[src/rtl/picorv32_mem_bridge_pkg.sv]
// Shared types and helpers for the PicoRV32 to memory-worker bridge.
package picorv32_bridge_pkg;

  typedef enum logic [2:0] {
    IDLE,
    WR,
    RD,
    ERR,
    RESP,
    GAP
  } bridge_state_t;

  localparam int unsigned WORD_ALIGN_BITS = 2;

  function automatic logic in_window(input logic [31:0]  addr,
                                     input logic [31:0]  base,
                                     input int unsigned  nbits);
    return (addr >> nbits) == (base >> nbits);
  endfunction

endpackage

[src/rtl/picorv32_mem_bridge.sv]
// PicoRV32 native memory port to Simple_Worker_Mem_IF manager bridge.
module picorv32_mem_bridge
  import picorv32_bridge_pkg::*;
#(
  parameter logic [31:0] ADDR_BASE      = 32'h0000_0000,
  parameter int unsigned N_ADDR_BITS    = 8,
  parameter int unsigned TIMEOUT_CYCLES = 16,
  parameter logic [31:0] ERR_RDATA      = 32'hDEAD_BEEF
) (
  input  logic        clock,
  input  logic        reset,
  input  logic        cpu_mem_valid,
  input  logic        cpu_mem_instr,
  input  logic [31:0] cpu_mem_addr,
  input  logic [31:0] cpu_mem_wdata,
  input  logic [3:0]  cpu_mem_wstrb,
  output logic        cpu_mem_ready,
  output logic [31:0] cpu_mem_rdata,
  output logic [31:0] wr_addr,
  output logic [31:0] wr_data,
  output logic [3:0]  wr_byteEn,
  output logic        wr_valid,
  input  logic        wr_ready,
  output logic [31:0] rd_addr,
  output logic        rd_valid,
  input  logic        rd_ready,
  input  logic [31:0] rd_data,
  output logic        bus_err,
  output logic [7:0]  err_count
);

  localparam int unsigned      CNT_W = $clog2(TIMEOUT_CYCLES + 1);
  localparam logic [CNT_W-1:0] TMO   = CNT_W'(TIMEOUT_CYCLES);

  bridge_state_t    state_q, state_d;
  logic [31:0]      addr_q, addr_d;
  logic [31:0]      wdata_q, wdata_d;
  logic [3:0]       wstrb_q, wstrb_d;
  logic [CNT_W-1:0] cnt_q, cnt_d, cnt_inc;
  logic             ready_q, ready_d;
  logic [31:0]      rdata_q, rdata_d;
  logic             wr_valid_q, wr_valid_d;
  logic             rd_valid_q, rd_valid_d;
  logic             bus_err_q, bus_err_d;
  logic [7:0]       err_cnt_q, err_cnt_d;
  logic             err_rec;

  // Fetch flag carries no behaviour for a data-only worker.
  logic unused_instr;
  assign unused_instr = cpu_mem_instr;

  // State and registered outputs.
  always_ff @(posedge clock or posedge reset) begin
    if (reset) begin
      state_q    <= IDLE;
      addr_q     <= '0;
      wdata_q    <= '0;
      wstrb_q    <= '0;
      cnt_q      <= '0;
      ready_q    <= 1'b0;
      rdata_q    <= '0;
      wr_valid_q <= 1'b0;
      rd_valid_q <= 1'b0;
      bus_err_q  <= 1'b0;
      err_cnt_q  <= '0;
    end else begin
      state_q    <= state_d;
      addr_q     <= addr_d;
      wdata_q    <= wdata_d;
      wstrb_q    <= wstrb_d;
      cnt_q      <= cnt_d;
      ready_q    <= ready_d;
      rdata_q    <= rdata_d;
      wr_valid_q <= wr_valid_d;
      rd_valid_q <= rd_valid_d;
      bus_err_q  <= bus_err_d;
      err_cnt_q  <= err_cnt_d;
    end
  end

  // Next-state and output decode; handshake takes priority over timeout.
  always_comb begin
    state_d    = state_q;
    addr_d     = addr_q;
    wdata_d    = wdata_q;
    wstrb_d    = wstrb_q;
    cnt_d      = cnt_q;
    ready_d    = ready_q;
    rdata_d    = rdata_q;
    wr_valid_d = wr_valid_q;
    rd_valid_d = rd_valid_q;
    bus_err_d  = bus_err_q;
    err_cnt_d  = err_cnt_q;
    cnt_inc    = cnt_q + CNT_W'(1);
    err_rec    = 1'b0;

    unique case (state_q)
      IDLE: begin
        if (cpu_mem_valid) begin
          addr_d  = cpu_mem_addr;
          wdata_d = cpu_mem_wdata;
          wstrb_d = cpu_mem_wstrb;
          if (!in_window(cpu_mem_addr, ADDR_BASE, N_ADDR_BITS) ||
              (cpu_mem_addr[WORD_ALIGN_BITS-1:0] != '0)) begin
            state_d = ERR;
          end else if (cpu_mem_wstrb != '0) begin
            state_d    = WR;
            wr_valid_d = 1'b1;
            cnt_d      = '0;
          end else begin
            state_d    = RD;
            rd_valid_d = 1'b1;
            cnt_d      = '0;
          end
        end
      end
      WR: begin
        cnt_d = cnt_inc;
        if (wr_valid_q && wr_ready) begin
          wr_valid_d = 1'b0;
          ready_d    = 1'b1;
          rdata_d    = '0;
          state_d    = RESP;
        end else if (cnt_inc == TMO) begin
          wr_valid_d = 1'b0;
          ready_d    = 1'b1;
          rdata_d    = ERR_RDATA;
          err_rec    = 1'b1;
          state_d    = RESP;
        end
      end
      RD: begin
        cnt_d = cnt_inc;
        if (rd_valid_q && rd_ready) begin
          rd_valid_d = 1'b0;
          ready_d    = 1'b1;
          rdata_d    = rd_data;
          state_d    = RESP;
        end else if (cnt_inc == TMO) begin
          rd_valid_d = 1'b0;
          ready_d    = 1'b1;
          rdata_d    = ERR_RDATA;
          err_rec    = 1'b1;
          state_d    = RESP;
        end
      end
      ERR: begin
        ready_d = 1'b1;
        rdata_d = ERR_RDATA;
        err_rec = 1'b1;
        state_d = RESP;
      end
      RESP: begin
        ready_d = 1'b0;
        state_d = GAP;
      end
      GAP: begin
        state_d = IDLE;
      end
      default: begin
        state_d = IDLE;
      end
    endcase

    if (err_rec) begin
      bus_err_d = 1'b1;
      if (err_cnt_q != '1) begin
        err_cnt_d = err_cnt_q + 8'd1;
      end
    end
  end

  assign cpu_mem_ready = ready_q;
  assign cpu_mem_rdata = rdata_q;
  assign wr_addr       = addr_q;
  assign wr_data       = wdata_q;
  assign wr_byteEn     = wstrb_q;
  assign wr_valid      = wr_valid_q;
  assign rd_addr       = addr_q;
  assign rd_valid      = rd_valid_q;
  assign bus_err       = bus_err_q;
  assign err_count     = err_cnt_q;

endmodule
[config.mk]
export PLATFORM = sky130hd
export DESIGN_NAME = picorv32_mem_bridge
export DESIGN_NICKNAME = d
export VERILOG_FILES = /design/src/rtl/picorv32_mem_bridge_pkg.sv /design/src/rtl/picorv32_mem_bridge.sv
export SDC_FILE = /design/constraint.sdc
export NUM_CORES = 1
export LEC_CHECK = 0
export BUFFER_PORTS_ARGS = -buffer_cell sky130_fd_sc_hd__buf_2
export CAP_MARGIN = 10
export CORE_UTILIZATION = 35
export DETAILED_ROUTE_END_ITERATION = 8
export GPL_TIMING_DRIVEN = 0
export SYNTH_ARGS = -nofsm -noshare
export SYNTH_HDL_FRONTEND = slang
export SYNTH_SLANG_ARGS = --single-unit
export TNS_END_PERCENT = 100
[constraint.sdc]
create_clock -name clock -period 4 [get_ports clock]
set_clock_uncertainty 0.05 [all_clocks]
set_input_delay 0 -clock clock [delete_from_list [all_inputs] [get_ports clock]]
set_output_delay 0 -clock clock [all_outputs]
set_load 0.02 [all_outputs]
==> flow_summary.json, run 1 <==
{
  "outcome": "complete, no violations",
  "dieArea_um2": 15900,
  "grt_pass1_vias": 5227,
  "vias": 5356,
  "crit_type": "flip-flop to flip-flop",
  "die_w_um": 126,
  "portBuffers": 248,
  "yosysUniqueCellTypes": 45,
  "ys_ff_latch": 120,
  "r2r_start": "state_q[0]",
  "fp.dieH_um": 126,
  "crit_path_end_kind": "flip-flop",
  "synth.largest_area_cell": "dfrtp_1",
  "synth_area_leaders": "dfrtp_1, nand2_1, buf_4",
  "cp.required_ns": 4.28,
  "drc": 0,
  "synth-main-ff-cell": "dfrtp_1",
  "final_antenna_net_count": 0,
  "clock-root-buffer": "clkbuf_16",
  "fp-row-count": 45,
  "coreArea_um2": 15100,
  "switching_share_pct": 41.9,
  "hold_violations": 0,
  "fin_nets": 1053,
  "min_period_over_period_pct": 52.4,
  "crit_slowest_cell": "dfrtp_1",
  "syn_avg_cell_area_um2": 9.43,
  "ir_worst_vdd_uv": 300,
  "critical-path-top-delay-family": "simple AND/OR/NAND/NOR gates",
  "wl_per_cell_um": 14.2,
  "clock-sinks": 120,
  "vias_per_cell": 4.67,
  "grt_pass1_wl_um": 26100,
  "h-tree-depth": 4,
  "cp_num_buf_inv": 2,
  "yosysTopAreaCellShare_pct": 55.6,
  "syn_area_um2": 5400,
  "post-place-ws_ns": 1.89,
  "gp_congestion": 0.749,
  "ctsLongestPathBuffers": 2,
  "drv_slew": 0,
  "antenna_found_initial": 0,
  "crit_path_start_kind": "flip-flop",
  "worstMarginPinSlew_ns": 0.709,
  "syn_inst": 573,
  "power_density_nw_per_um2": 792,
  "clock_latency_ns": 0.40,
  "hpwlAfterDp_um": 11100,
  "clk_pin_slew_ns": 0.05,
  "rsz0062_at_grt": "no",
  "setup_viol": 0,
  "grtUsageTotal_pct": 21.0,
  "whs_ns": 0.136,
  "regToRegEndpoint": "wr_valid",
  "antenna_cells": 0,
  "max_slew_margin_pct": 52.3,
  "fmax_mhz": 477,
  "cts_buffers": 17,
  "synthArstFlopShare_pct": 100,
  "grt-ovfl-total": 0,
  "p_sw_mw": 2.83,
  "seqPwrFrac_pct": 29.3,
  "crit_chain": "buf_2 -> nor2_2 -> nand3_1 -> clkbuf_1 -> nor3_1 -> a2bb2oi_1",
  "worst-r2r-cell-count": 6,
  "routed_wl_um": 16300,
  "io_pins": 250,
  "arrival_ns": 2.38,
  "first_pass_iters": 5,
  "seq_area_frac_synth_pct": 55.6,
  "yosysWarnings": 0,
  "synth_edf_count": 0,
  "power_frac_clock_pct": 22.0,
  "start_util_pct": 35.7,
  "areaGrowthSynthToFinish_pct": 58.0,
  "crit_fanout": 10,
  "p_comb_share_pct": 48.7,
  "synth_nets": 681,
  "cap_violations": 0,
  "grt_max_degree": 64,
  "drtIter0Drc": 294,
  "drive_above_1_share_pct": 36.1,
  "reg2reg_slack_ns": 1.91,
  "period_needed_ns": 2.09,
  "cts_tree": "yes",
  "setup_ws_ns": 1.91,
  "leakage_nw": 4.44,
  "hp-class": "primary input to asynchronous set/reset pin",
  "max_stage_delay_ns": 0.40,
  "p_int_mw": 3.93
}
metrics by stage:
step | setup TNS (ns) | cell area [um2] | cells | utilization, % | power (mW)
after global routing | 0 | 8530 | 1146 | 56.3 | 7.23
after CTS | 0 | 8530 | 1146 | 56.3 | 6.79
after detailed placement | 0 | 6910 | 1010 | 45.6 | 5.20
after floorplan | 0 | 5400 | 573 | - | 4.22
after global placement | -103.35 | 6880 | 1009 | 45.4 | 5.16
final | 0 | 8530 | 1146 | 56.3 | 6.76
cell type report:
class | count | area [um2]
buffer | 63 | 414
timing repair buffer | 353 | 2310
tap | 188 | 235
clock buffer | 20 | 457
multi-input combinational | 385 | 1970
inverter | 5 | 23.8
fill | 1338 | 6610
sequential | 120 | 3000
clock inverter | 12 | 126
power groups by stage:
stage	combinational [mW]	sequential, mW	clock (mW)
floorplan	1.75	2.47	0
global placement	3.17	1.99	0
detailed placement	3.21	1.99	0
CTS	3.29	1.98	1.52
global route	3.60	2.05	1.59
finish	3.29	1.98	1.49
worst min-delay path, cell delays in order:
cell,delay [ns]
dlygate4sd3_1,0.53
buf_2,0.14
inv_6,0.38
layer usage:
layer  GRT usage (%)  share of wire [%]  vias up
met5               0                  0        -
met4            9.92                2.3        0
met3            4.16                3.5       29
met2            35.0                 50      178
met1            26.2                 45     2505
li1                -                  -     2644
placed cells by master (no fill, tap or decap), types with 2 or more instances in the layout:
master         netlist  final
nor4_1               7      7
inv_1                5      4
and2_1               2      2
ha_1                 2      2
a22o_1               8      8
and3_1               2      2
a31oi_1              6      6
nand2_1            215    215
dfrtp_1            120    120
clkbuf_1            12     13
nor2_1              10     10
or2_1                2      2
nand3_1              9      9
nand2b_1             2      2
buf_6                5      5
dlygate4sd3_1        0    104
and4_1               2      2
bufinv_16            0      2
o21ai_0              6      6
clkinv_2             0      4
a2bb2oi_1           25     25
nor3b_1              2      2
a21oi_2              6      6
a21oi_1             48     48
clkbuf_16            0     17
o21ai_1              2      2
nand4_1              4      4
clkbuf_8             0      2
buf_2               13    261
buf_4               33     33
xnor2_1              6      6
clkinvlp_4           0      5
cell families after synthesis:
kind of cell             Yosys count  synth area share [%]
AO/OA/AOI/OAI                    110                  13.9
flip-flops                       120                  55.6
multiplexers                       2                 0.486
buffers and inverters             68                  8.01
AND/OR/NAND/NOR                  265                  20.6
XOR/XNOR                           6                 0.973
adder cells (fa/ha/maj)            2                 0.463
registers in the layout, summed over array words and instances, names as in the netlist:
register,count
rd_addr,32
cpu_mem_ready,1
state_q,3
bus_err,1
wr_data,32
cpu_mem_rdata,32
err_count,8
cnt_q,5
wr_valid,1
wr_byteEn,4
rd_valid,1
cell usage after synthesis (2+ instances only):
master and number:
dfrtp_1 120, clkbuf_1 12, and2_1 2, buf_2 13, a2bb2oi_1 25, nand2_1 215
ha_1 2, and3_1 2, nor3b_1 2, a22o_1 8, o21ai_1 2, xnor2_1 6
nand4_1 4, buf_6 5, a31oi_1 6, nor4_1 7, and4_1 2, a21oi_1 48
inv_1 5, or2_1 2, o21ai_0 6, nand2b_1 2, buf_4 33, nor2_1 10
nand3_1 9, a21oi_2 6
timing repair:
item                                    4_1_cts  5_1_grt
setup buffers                                 0        0
gates resized for setup                       0        0
endpoints found under the setup margin        0        0
hold buffers                                104        0
endpoints found under the hold margin       161        0
worst max-delay path by stage:
stage	start	end	slack, ns	cells past startpoint
after detailed placement	state_q[0]	wr_valid	1.89	6
final	state_q[0]	wr_valid	1.91	6
after global placement	reset	wr_data[4]	-0.87	2
after global routing	state_q[0]	wr_valid	1.76	6
after floorplan	reset	bus_err	0.76	1
after CTS	state_q[0]	wr_valid	1.87	6
Note: power is estimated with default switching activity, not from simulation.
==> run 2: changes to the inputs <==
--- a/config.mk
+++ b/config.mk
@@ -5,6 +5,7 @@
 export SDC_FILE = /design/constraint.sdc
 export NUM_CORES = 1
 export LEC_CHECK = 0
+export ABC_AREA = 1
 export BUFFER_PORTS_ARGS = -buffer_cell sky130_fd_sc_hd__buf_2
 export CAP_MARGIN = 10
 export CORE_UTILIZATION = 35
==> constraint.sdc (replaced) <==
create_clock -name clock -period 1.79 [get_ports clock]
set_clock_uncertainty 0.05 [all_clocks]
set_input_delay 0 -clock clock [delete_from_list [all_inputs] [get_ports clock]]
set_output_delay 0 -clock clock [all_outputs]
set_load 0.02 [all_outputs]
==> flow_summary.json, run 2 <==
{
  "start_util_pct": 36.1,
  "syn_area_um2": 5750,
  "crit_path_end_kind": "flip-flop",
  "clk_pin_slew_ns": 0.05,
  "fp-row-count": 46,
  "layout_common_cells": "nand2_1, buf_2, dfrtp_1, dlygate4sd3_1, nor2_1",
  "wl_per_cell_um": 12.6,
  "grt_max_degree": 41,
  "yosysWarnings": 0,
  "clock_latency_ns": 0.41,
  "synth_edf_count": 0,
  "place_area_um2": 7320,
  "vias_per_cell": 4.34,
  "yosysUniqueCellTypes": 31,
  "cp.required_ns": 2.03,
  "synth_top_family_by_area": "simple AND/OR/NAND/NOR gates",
  "finalPower_mw": 16.4,
  "synth-simple-area-share_pct": 30.0,
  "leakage_nw": 5.05,
  "coreArea_um2": 15900,
  "worst-r2r-cell-count": 9,
  "synth_xor_area_share_pct": 1.07,
  "min_period_over_period_pct": 95.8,
  "drtIter0Drc": 260,
  "fillers": 1477,
  "setup_viol": 0,
  "crit_type": "flip-flop to flip-flop",
  "clock-root-buffer": "clkbuf_16",
  "synth-main-ff-cell": "dfrtp_1",
  "drive_above_1_share_pct": 35.7,
  "yosysTopAreaCellShare_pct": 52.2,
  "post-place-ws_ns": -0.0989,
  "routed_wl_um": 16900,
  "dieArea_um2": 16900,
  "portBuffers": 248,
  "hpwlAfterDp_um": 11300,
  "synth.largest_area_cell": "dfrtp_1",
  "grt_pass1_wl_um": 26000,
  "grt-ovfl-total": 0,
  "seq_area_frac_synth_pct": 52.2,
  "fin_nets": 1224,
  "reg2reg_slack_ns": 0.07,
  "arrival_ns": 1.96,
  "h-tree-depth": 4,
  "seqCellArea_um2": 3000,
  "vias": 5842,
  "cts_tree": "yes",
  "yosys-mux-area-fraction_pct": 0,
  "synth_nets": 837,
  "grtUsageTotal_pct": 20.0,
  "whs_ns": 0.0913,
  "fmax_mhz": 583,
  "yosysMostFrequentCell": "nand2_1",
  "drv_slew": 0,
  "cts_buffers": 17,
  "cap_violations": 0,
  "grt_pass1_vias": 5388,
  "power_density_nw_per_um2": 1800,
  "multi_input_area_um2": 2200,
  "r2r_start": "cnt_q[0]",
  "clock-sinks": 120,
  "crit_fanout": 5,
  "hold_violations": 0,
  "period_needed_ns": 1.72,
  "synthArstFlopShare_pct": 100,
  "design_area_um2": 9110,
  "syn_avg_cell_area_um2": 7.88,
  "ys_top_cells_by_count": "nand2_1, dfrtp_1, nor2_1, inv_1, buf_4",
  "drc": 0,
  "setup_ws_ns": 0.0747,
  "worstMarginPinSlew_ns": 0.427,
  "synth_area_leaders": "dfrtp_1, nand2_1, buf_4",
  "setup_tns_ns": 0,
  "synthAdderAreaFrac_pct": 0.435,
  "syn_inst": 729,
  "crit_path_start_kind": "flip-flop",
  "die_w_um": 130,
  "outcome": "complete, no violations",
  "max_slew_margin_pct": 71.3,
  "regToRegEndpoint": "bus_err",
  "ir_worst_vdd_uv": 915,
  "fp.dieH_um": 130,
  "gp_congestion": 0.742,
  "areaGrowthSynthToFinish_pct": 58.6,
  "first_pass_iters": 7,
  "antenna_found_initial": 1,
  "final_antenna_net_count": 0,
  "ys_ff_latch": 120,
  "ctsLongestPathBuffers": 2,
  "io_pins": 250,
  "final_common_cell": "nand2_1",
  "hp-class": "primary input to asynchronous set/reset pin",
  "synth_compound_area_share_pct": 5.51
}
-- run 2: changes by cell type after synthesis, sizes merged, moves of 3 or more --
cell | previous run | this run
nor4 | 7 | 0
nand3 | 9 | 22
inv | 5 | 58
a21oi | 54 | 29
nor3b | 3 | 0
a22o | 8 | 0
o21ai | 8 | 26
nand2b | 3 | 0
a31oi | 6 | 0
nand2 | 215 | 320
a2bb2oi | 25 | 0
xor2 | 0 | 4
xnor2 | 6 | 3
nor2 | 11 | 76
-- run 2: final cells by class --
class	count	share of cell area, %
Multi-Input combinational cell	491	24.1
Buffer	59	4.57
Antenna cell	1	0.0275
Timing Repair Buffer	367	26.9
Inverter	60	2.54
Clock inverter	10	0.851
Clock buffer	22	5.09
Sequential cell	120	32.9
Tap cell	216	2.96
-- run 2: kinds of logic after synthesis --
logic type	after synthesis
xor+xnor	7
buf+inv	119
simple gates	426
compound gates	55
fa+ha+maj	2
flops	120
-- run 2: critical path, stage by stage (launching register included) --
cell and delay (ns):
dfrtp_1 0.38, ha_2 0.19, nand2_2 0.07, inv_4 0.04, nand3b_1 0.12, nand2_4 0.08
nand4_1 0.16, buf_4 0.16, nand2_4 0.06, or2_2 0.27
-- run 2: per-layer routing --
metal	vias to the layer above	GRT usage, %	share of wire, %
met5	-	0	0
met4	0	9.17	2.5
met3	31	4.84	5.3
met2	183	33.5	49
met1	2669	24.2	43
li1	2959	-	-
-- run 2: stage by stage --
stage / cells / util [%]
floorplan: 729 / -
global placement: 1193 / 45.6
detailed placement: 1196 / 45.9
CTS: 1334 / 56.1
global route: 1346 / 57.2
finish: 1346 / 57.2
-- run 2: worst max path at each step --
stage | startpoint | to | slack [ns]
2_1_floorplan | cnt_q[0] | cpu_mem_rdata[10] | 0.15
3_3_place_gp | reset | wr_data[13] | -0.68
3_5_place_dp | cnt_q[0] | cpu_mem_rdata[20] | -0.1
4_1_cts | state_q[1] | wr_byteEn[0] | 0.006
5_1_grt | cnt_q[1] | bus_err | -0.02
6_report | cnt_q[0] | bus_err | 0.07
-- run 2: repair_timing --
item | CTS | global route
buffers inserted | 2 | 9
hold buffers | 104 | 0
gates cloned | 0 | 2
endpoints found under the setup margin | 21 | 115
pin swaps | 0 | 2
resized for setup | 4 | 33
hold endpoints to repair | 195 | 0
-- run 2: power breakdown --
part           internal [mW]  switching (mW)  leakage (nW)
Combinational           3.20            5.26          3.31
Clock                   1.96            1.19         0.273
Sequential              3.97           0.858          1.47
Total                   9.13            7.30          5.05
==> run 3: changes to the inputs <==
--- a/config.mk
+++ b/config.mk
@@ -11,6 +11,7 @@
 export CORE_UTILIZATION = 35
 export DETAILED_ROUTE_END_ITERATION = 8
 export GPL_TIMING_DRIVEN = 0
+export RECOVER_POWER = 100
 export SYNTH_ARGS = -nofsm -noshare
 export SYNTH_HDL_FRONTEND = slang
 export SYNTH_SLANG_ARGS = --single-unit
==> flow_summary.json, run 3 (synthesis results as in run 2) <==
{
  "outcome": "complete, no violations",
  "dieArea_um2": 16900,
  "start_util_pct": 36.1,
  "vias_per_cell": 4.35,
  "worstMarginPinSlew_ns": 0.632,
  "crit_slowest_cell": "dfrtp_1",
  "crit_fanout": 5,
  "cap_violations": 0,
  "fp-row-count": 46,
  "use_met3_pct": 4.84,
  "cp.depth": 9,
  "drc": 0,
  "crit_path_end_kind": "flip-flop",
  "cpMostUsedCell": "nand2_4",
  "wl_per_cell_um": 12.7,
  "power_density_nw_per_um2": 1810,
  "die_w_um": 130,
  "clock-root-buffer": "clkbuf_16",
  "final_common_cell": "nand2_1",
  "layout_common_cells": "nand2_1, clkbuf_1, dfrtp_1, buf_2, dlygate4sd3_1",
  "fillers": 1561,
  "cts_tree": "yes",
  "leakage_nw": 4.58,
  "regToRegEndpoint": "bus_err",
  "final_antenna_net_count": 0,
  "clk_pin_slew_ns": 0.05,
  "hpwlAfterDp_um": 11300,
  "coreArea_um2": 15900,
  "use_met2_pct": 33.5,
  "clock_latency_ns": 0.41,
  "r2r_start": "cnt_q[0]",
  "crit_chain": "ha_2 -> nand2_2 -> inv_4 -> nand3b_1 -> nand2_4 -> nand4_1 -> buf_4 -> nand2_4 -> or2_2",
  "fin_nets": 1224,
  "dp.cells": 1196,
  "drtIter0Drc": 272,
  "ctsLongestPathBuffers": 2,
  "reg2reg_slack_ns": 0.07,
  "drv_slew": 0,
  "h-tree-depth": 4,
  "critical-path-top-delay-family": "simple AND/OR/NAND/NOR gates",
  "fp.dieH_um": 130,
  "fmax_mhz": 583,
  "portBuffers": 248,
  "min_period_over_period_pct": 95.8,
  "cp_num_buf_inv": 2,
  "grtUsageTotal_pct": 20.0,
  "vias": 5849,
  "gp_congestion": 0.742,
  "grt_pass1_vias": 5388,
  "worst-r2r-cell-count": 9,
  "first_pass_iters": 4,
  "max_slew_margin_pct": 57.7,
  "setup_viol": 0,
  "use_met1_pct": 24.2,
  "cp.required_ns": 2.03,
  "areaGrowthSynthToFinish_pct": 54.9,
  "crit_type": "flip-flop to flip-flop",
  "design_area_um2": 8900,
  "ir_worst_vdd_uv": 866,
  "crit_start": "cnt_q[0]",
  "clock-sinks": 120,
  "grt_pass1_wl_um": 26000,
  "grt_max_degree": 41,
  "grt-ovfl-total": 0,
  "antenna_found_initial": 1,
  "place_area_um2": 7320,
  "endpoint": "bus_err",
  "hold_violations": 0,
  "arrival_ns": 1.96,
  "grt-busiest-layer": "met2",
  "hp-class": "primary input to asynchronous set/reset pin",
  "period_needed_ns": 1.72,
  "crit_path_start_kind": "flip-flop",
  "drive_above_1_share_pct": 22.9,
  "max_stage_delay_ns": 0.38,
  "io_pins": 250,
  "stdcell_count": 1346,
  "cts_buffers": 17,
  "routed_wl_um": 17100
}
==> run 3: how the worst min path moves through the flow <==
stage,endpoint,startpoint,cells past startpoint,slack [ns]
floorplan,wr_data[0],cpu_mem_wdata[0],2,0.07
global placement,rd_addr[2],cpu_mem_addr[2],3,0.15
detailed placement,rd_addr[3],reset,2,-0.04
CTS,rd_addr[3],reset,3,0.08
global route,rd_addr[3],reset,3,0.20
finish,rd_addr[3],reset,3,0.14
==> run 3: area by class of cell <==
| type | count | area (um2) | area share, % |
|---|---|---|---|
| multi-input combinational | 491 | 2200 | 24.7 |
| buffer | 59 | 414 | 4.65 |
| clock buffer | 22 | 464 | 5.21 |
| inverter | 60 | 229 | 2.57 |
| timing repair buffer | 367 | 2240 | 25.2 |
| tap | 216 | 270 | 3.03 |
| sequential | 120 | 3000 | 33.7 |
| antenna | 1 | 2.50 | 0.0281 |
| clock inverter | 10 | 77.6 | 0.871 |
==> run 3: metal layers <==
metal	up-vias	share of wire, %	wire length [um]
met2	185	49	8320
met3	30	5.4	915
met5	-	0	0
li1	2960	-	-
met4	0	2.3	399
met1	2674	44	7430
==> run 3: stage by stage <==
| stage | setup TNS [ns] | util (%) | hold slack [ns] | setup slack, ns | total power [mW] |
|---|---|---|---|---|---|
| after floorplan | 0 | - | 0.0668 | 0.148 | 10.3 |
| after global placement | -80.18 | 45.6 | 0.151 | -0.676 | 12.7 |
| after detailed placement | -0.521 | 45.9 | -0.0409 | -0.0989 | 12.8 |
| after CTS | 0 | 56.1 | 0.0767 | 0.00600 | 16.2 |
| after global routing | -0.0402 | 55.9 | 0.196 | -0.0204 | 17.4 |
| final | 0 | 55.9 | 0.144 | 0.0745 | 16.1 |
==> run 3: worst register-to-register path, cell delays in order, from the launching register on <==
cell and delay [ns]:
dfrtp_1 0.38, ha_2 0.19, nand2_2 0.08, inv_4 0.05
nand3b_1 0.12, nand2_4 0.08, nand4_1 0.16, buf_4 0.16
nand2_4 0.06, or2_2 0.27
==> run 3: where the power goes <==
part	leakage [nW]	internal, mW	total (mW)	switching, mW
registers	1.47	3.97	4.87	0.897
clock network	0.273	1.96	3.15	1.19
logic	2.85	2.78	8.06	5.28
==> run 3: what timing repair did <==
| item | CTS | global route |
|---|---|---|
| buffers inserted | 2 | 9 |
| hold buffers | 104 | 0 |
| gates resized for setup | 4 | 33 |
| endpoints found under the hold margin | 195 | 0 |
| gates cloned | 0 | 2 |
| setup endpoints to repair | 21 | 115 |
| pin swaps | 0 | 2 |
